`src/rtl/uart_command_decoder.sv`:
```
// Host command decoder: unloads UART RX bytes, frames opcode + args, and applies
// capture configuration updates only while the capture controller is idle.
module uart_command_decoder #(
    parameter int unsigned TIMEOUT_CYCLES = 500000,
    parameter logic [2:0]  MASK_RESET     = 3'b111,
    parameter logic [15:0] DIV_RESET      = 16'd0
) (
    input  logic        clk,
    input  logic        rst,
    input  logic        UART_rxempty,
    input  logic [7:0]  UART_rxdata,
    input  logic        capture_busy,
    output logic        UART_uld_rx_data,
    output logic [2:0]  triggerBlock_Mask,
    output logic [15:0] Sample_Div,
    output logic        Rearm,
    output logic        cmd_valid,
    output logic        cmd_error,
    output logic [2:0]  state_debug
);

    localparam int unsigned   CntW    = (TIMEOUT_CYCLES > 1) ? $clog2(TIMEOUT_CYCLES) : 1;
    localparam logic [CntW-1:0] CntLast = CntW'(TIMEOUT_CYCLES - 1);

    localparam logic [7:0] OpMask  = 8'h4D;
    localparam logic [7:0] OpDiv   = 8'h44;
    localparam logic [7:0] OpRearm = 8'h52;

    typedef enum logic [2:0] {
        StIdle    = 3'd0,
        StUnload  = 3'd1,
        StLatch   = 3'd2,
        StDecode  = 3'd3,
        StWaitArg = 3'd4,
        StApply   = 3'd5
    } state_e;

    state_e          state_q, state_d;
    logic [1:0]      idx_q, idx_d;
    logic [7:0]      opcode_q, opcode_d;
    logic [7:0]      arg0_q, arg0_d;
    logic [7:0]      arg1_q, arg1_d;
    logic [CntW-1:0] cnt_q, cnt_d;
    logic [2:0]      mask_q, mask_d;
    logic [15:0]     div_q, div_d;
    logic            rearm_q, rearm_d;
    logic            valid_q, valid_d;
    logic            error_q, error_d;

    logic            known;
    logic [1:0]      nargs;

    always_comb begin
        known = 1'b1;
        nargs = 2'd0;
        case (opcode_q)
            OpMask:  nargs = 2'd1;
            OpDiv:   nargs = 2'd2;
            OpRearm: nargs = 2'd0;
            default: known = 1'b0;
        endcase
    end

    always_comb begin
        state_d  = state_q;
        idx_d    = idx_q;
        opcode_d = opcode_q;
        arg0_d   = arg0_q;
        arg1_d   = arg1_q;
        cnt_d    = cnt_q;
        mask_d   = mask_q;
        div_d    = div_q;
        rearm_d  = 1'b0;
        valid_d  = 1'b0;
        error_d  = error_q;

        case (state_q)
            StIdle: begin
                idx_d = 2'd0;
                if (!UART_rxempty) state_d = StUnload;
            end
            StUnload: state_d = StLatch;
            StLatch: begin
                if (idx_q == 2'd0)      opcode_d = UART_rxdata;
                else if (idx_q == 2'd1) arg0_d   = UART_rxdata;
                else                    arg1_d   = UART_rxdata;
                idx_d   = idx_q + 2'd1;
                state_d = StDecode;
            end
            StDecode: begin
                if (!known) begin
                    error_d = 1'b1;
                    state_d = StIdle;
                end else if (idx_q == nargs + 2'd1) begin
                    state_d = StApply;
                end else begin
                    cnt_d   = '0;
                    state_d = StWaitArg;
                end
            end
            StWaitArg: begin
                if (cnt_q != '1) cnt_d = cnt_q + 1'b1;
                // A pending byte takes priority over timeout expiry in the same cycle.
                if (!UART_rxempty) begin
                    state_d = StUnload;
                end else if (cnt_q == CntLast) begin
                    error_d = 1'b1;
                    state_d = StIdle;
                end
            end
            StApply: begin
                if (!capture_busy) begin
                    case (opcode_q)
                        OpMask:  mask_d  = arg0_q[2:0];
                        OpDiv:   div_d   = {arg1_q, arg0_q};
                        OpRearm: rearm_d = 1'b1;
                        default: ;
                    endcase
                    valid_d = 1'b1;
                    error_d = 1'b0;
                    state_d = StIdle;
                end
            end
            default: state_d = StIdle;
        endcase
    end

    always_ff @(posedge clk) begin
        if (rst) begin
            state_q  <= StIdle;
            idx_q    <= 2'd0;
            opcode_q <= 8'd0;
            arg0_q   <= 8'd0;
            arg1_q   <= 8'd0;
            cnt_q    <= '0;
            mask_q   <= MASK_RESET;
            div_q    <= DIV_RESET;
            rearm_q  <= 1'b0;
            valid_q  <= 1'b0;
            error_q  <= 1'b0;
        end else begin
            state_q  <= state_d;
            idx_q    <= idx_d;
            opcode_q <= opcode_d;
            arg0_q   <= arg0_d;
            arg1_q   <= arg1_d;
            cnt_q    <= cnt_d;
            mask_q   <= mask_d;
            div_q    <= div_d;
            rearm_q  <= rearm_d;
            valid_q  <= valid_d;
            error_q  <= error_d;
        end
    end

    assign UART_uld_rx_data  = (state_q == StUnload);
    assign triggerBlock_Mask = mask_q;
    assign Sample_Div        = div_q;
    assign Rearm             = rearm_q;
    assign cmd_valid         = valid_q;
    assign cmd_error         = error_q;
    assign state_debug       = state_q;

endmodule

```
`config.mk`:
```
export PLATFORM = sky130hd
export DESIGN_NAME = uart_command_decoder
export DESIGN_NICKNAME = d
export VERILOG_FILES = /design/src/rtl/uart_command_decoder.sv
export SDC_FILE = /design/constraint.sdc
export NUM_CORES = 1
export LEC_CHECK = 0
export BUFFER_PORTS_ARGS = -buffer_cell sky130_fd_sc_hd__buf_2
export CORE_MARGIN = 10
export CORE_UTILIZATION = 35
export DETAILED_ROUTE_END_ITERATION = 12
export GPL_TIMING_DRIVEN = 1
export PLACE_DENSITY = 0.56
export SETUP_SLACK_MARGIN = 0.1
export SYNTH_ARGS = -nofsm -noshare
export SYNTH_HDL_FRONTEND = slang
export SYNTH_SLANG_ARGS = --single-unit
```
`constraint.sdc`:
```
create_clock -name clk -period 5.6 [get_ports clk]
set_clock_uncertainty 0.2 [all_clocks]
set_input_delay 0.56 -clock clk [delete_from_list [all_inputs] [get_ports clk]]
set_output_delay 0.56 -clock clk [all_outputs]
set_load 0.005 [all_outputs]
```
==> impl_metrics.csv <==
group,metric,value,unit
worst_hold_path,hold_depth,2,
sta,worstMarginPinSlew,0.982,ns
floorplanning,die_x,114,um
critical_path,slowest_delay,0.61,ns
flow_run,maxCapViolCount,0,
drt,wl,6940,um
grt,grt_max_degree,56,
critical_path,rr_startpoint,"opcode_q[7]",
critical_path,crit_fanout,17,
cells_and_area,n_antenna_cell,0,
critical_path,r2r_slack,2.39,ns
sta,slew_viol_final,0,
synthesis,synth_area,0.00308,mm2
cts,cts_buffer_depth,2,
grt,antenna_found_initial,0,
cells_and_area,drive_gt1_share,16.1,%
outcome,status,"finished, final reports clean",
sta,fmax,312,MHz
place,portBuffers,37,
drt,vias,2509,
cts,cts_resized,0,
synthesis,synth_common_cells,"dfxtp_1 (70), nand2_1 (48), nor2_1 (45)",
sta,fin_crit,3.21,ns
critical_path,crit_path_top_delay_cell,"o21bai_2",
drt,drc,0,
sta,slew_headroom,34.5,%
floorplanning,num_rows,34,
synthesis,yosysTopAreaCellShare,45.5,%
synthesis,synth_cells,349,
worst_hold_path,hold_path.startpoint,"arg0_q[7]",
critical_path,r2r_cells,7,
cts,hold_buffers,0,
sta,tns,0,ns
critical_path,end_kind,"register",
critical_path,cp.arrival,3.22,ns
power_and_ir_drop,power_frac_seq,53.0,%
critical_path,cp_top_family,"compound AO/OA/AOI/OAI gates",
synthesis,postSynth.asyncResetShare,0,%
cts,numClockSinks,70,
cells_and_area,areaGrowthSynthToFinish,14.0,%
power_and_ir_drop,total_power,1010,uW
floorplanning,dieArea,0.0129,mm2
critical_path,cp.required,5.61,ns
cts,clkTransAtPathRegs,0.08,ns
power_and_ir_drop,combPwrFrac,8.3,%
power_and_ir_drop,powerDensity,289,mW/mm2
sta,fin_crit_sh,57.3,%
synthesis,seq_area_frac_synth,45.5,%
cells_and_area,nets,397,
grt,grt_pass1_vias,2492,
cells_and_area,fillers,898,
synthesis,synth_flop_cell,"dfxtp_1",
drt,viasPerCell,5.09,
cts,cts_root_buffer,"clkbuf_8",
worst_hold_path,worst_hold_path.endpoint,"arg0_q[7]",
power_and_ir_drop,ir_drop,133,uV
power_and_ir_drop,p_leak,0.00140,uW
drt,ant_nets,0,
cts,cts_tree,"done",
grt,grtUsageTotal,11.2,%
drt,avgRoutedWirePerCell,14.1,um
critical_path,path_class,"register to register",
critical_path,start_kind,"register",
drt,drtIter0Drc,132,
floorplanning,ios,38,
floorplanning,core-area,0.00864,mm2
critical_path,crit_path_cell_trace,"or3b_2 -> or4_4 -> ha_1 -> o41ai_1 -> a21oi_1 -> o21bai_2 -> nor2_1",
cts,cts_made_buffers,9,
power_and_ir_drop,p_clk_share,38.7,%
power_and_ir_drop,intPower,719,uW
drt,dr.pass1.iters,4,
place,place.gp.congestion,0.774,
place,dpl.hpwl,4850,um
synthesis,synth.most_common_cell,"dfxtp_1",
cts,cts_setup_buffers,0,
synthesis,synth_edf_count,0,
synthesis,syn-num-nets,366,
power_and_ir_drop,swShare,29.1,%
cts,clock_latency,0.36,ns
synthesis,syn_area_per_cell,8.82,um2
grt,grt_pass1_wl,11900,um
synthesis,synth_area_leader_cell,"dfxtp_1",
floorplanning,start_util,35.6,%
sta,setup_viol,0,
floorplanning,dieHeight,114,um
critical_path,critPathBufInv,0,
synthesis,yosysUniqueCellTypes,52,
synthesis,synth_area_leaders,"dfxtp_1 (46%), mux2i_1 (7.8%), nand2_1 (5.9%)",
sta,hold_violations,0,
critical_path,r2r-end,"cnt_q[6]",
grt,overflow,0,
synthesis,ys_warn_count,0,
power_and_ir_drop,p_sw,295,uW
worst_hold_path,hold_path.class,"register to register",
cts,htree_levels,3,
synthesis,synth-seq-cells,70,
sta,rsz0062_at_grt,"false",
power by group through the flow:
stage	logic [uW]	clock network, uW	registers (uW)
after floorplan	70.9	0	535
after global placement	85.1	0	547
after detailed placement	85.3	0	548
after CTS	85.7	406	537
after global routing	97.3	428	541
final	84.4	392	537
worst min-delay path, cell delays in order (launching register included):
cell     delay (ns)
dfxtp_1        0.32
nand2_1        0.05
a21oi_1        0.05
per-layer routing:
| layer | share of wire (%) | GRT usage (%) |
|---|---|---|
| met5 | 0 | 0 |
| met4 | 1.1 | 4.26 |
| met3 | 3.2 | 3.36 |
| met2 | 47 | 17.3 |
| met1 | 49 | 14.5 |
state kept, by name (all words and copies together), names as in the netlist:
name,count
state_debug,3
cmd_error,1
arg1_q,8
Rearm,1
arg0_q,8
idx_q,2
Sample_Div,16
triggerBlock_Mask,3
opcode_q,8
cmd_valid,1
cnt_q,19
through the flow:
stage                     instance area [um2]  hold WS (ns)  std cells  setup slack [ns]  utilization [%]
after global placement                   3320         0.248        477              2.48             38.5
after CTS                                3510         0.249        493              2.36             40.6
after floorplan                          3080         0.236        349              2.66                -
after detailed placement                 3320         0.251        477              2.38             38.5
final                                    3510         0.261        493              2.39             40.6
after global routing                     3510         0.256        493              2.16             40.6
how the worst max path moves through the flow:
stage	startpoint	end	slack, ns	cells past startpoint
3_3_place_gp	opcode_q[7]	cnt_q[3]	2.48	7
6_report	opcode_q[7]	cnt_q[6]	2.39	7
3_5_place_dp	opcode_q[7]	cnt_q[6]	2.38	7
4_1_cts	opcode_q[7]	cnt_q[6]	2.36	7
2_1_floorplan	opcode_q[7]	state_debug[0]	2.66	7
5_1_grt	opcode_q[7]	cnt_q[5]	2.16	7
cell type report:
type | count | area, um2 | area share [%]
multi-input combinational | 257 | 1580 | 44.9
clock inverter | 7 | 63.8 | 1.82
inverter | 4 | 15.0 | 0.428
sequential | 70 | 1400 | 39.9
clock buffer | 9 | 124 | 3.53
timing repair buffer | 38 | 193 | 5.49
tap | 108 | 135 | 3.85
cells by family after synthesis:
kind of cell	Yosys count	share of synthesized area [%]
AND/OR/NAND/NOR	155	25.4
adder cells (fa/ha/maj)	5	2.03
multiplexers	24	7.80
AO/OA/AOI/OAI	60	12.2
buffers and inverters	22	3.25
XOR/XNOR	13	3.70
flip-flops	70	45.5
layout by cell type, fill, tap and decap left out, drive strengths merged, types with 2 or more instances in the layout:
cell / instances
xnor2: 10
or4: 3
and4: 2
a31oi: 2
and2: 4
nand2: 48
nand3: 10
nor2: 45
o211ai: 2
nor2b: 4
buf: 38
a211o: 3
mux2i: 24
nand3b: 2
clkbuf: 9
nand4: 3
ha: 5
or3b: 3
nor3: 6
a21oi: 28
nand2b: 4
or3: 4
nand4b: 3
a211oi: 8
nor3b: 3
o21ai: 8
clkinvlp: 2
inv: 8
or4b: 2
nor4: 4
dfxtp: 70
xor2: 3
(Power assumes the default switching activity.)
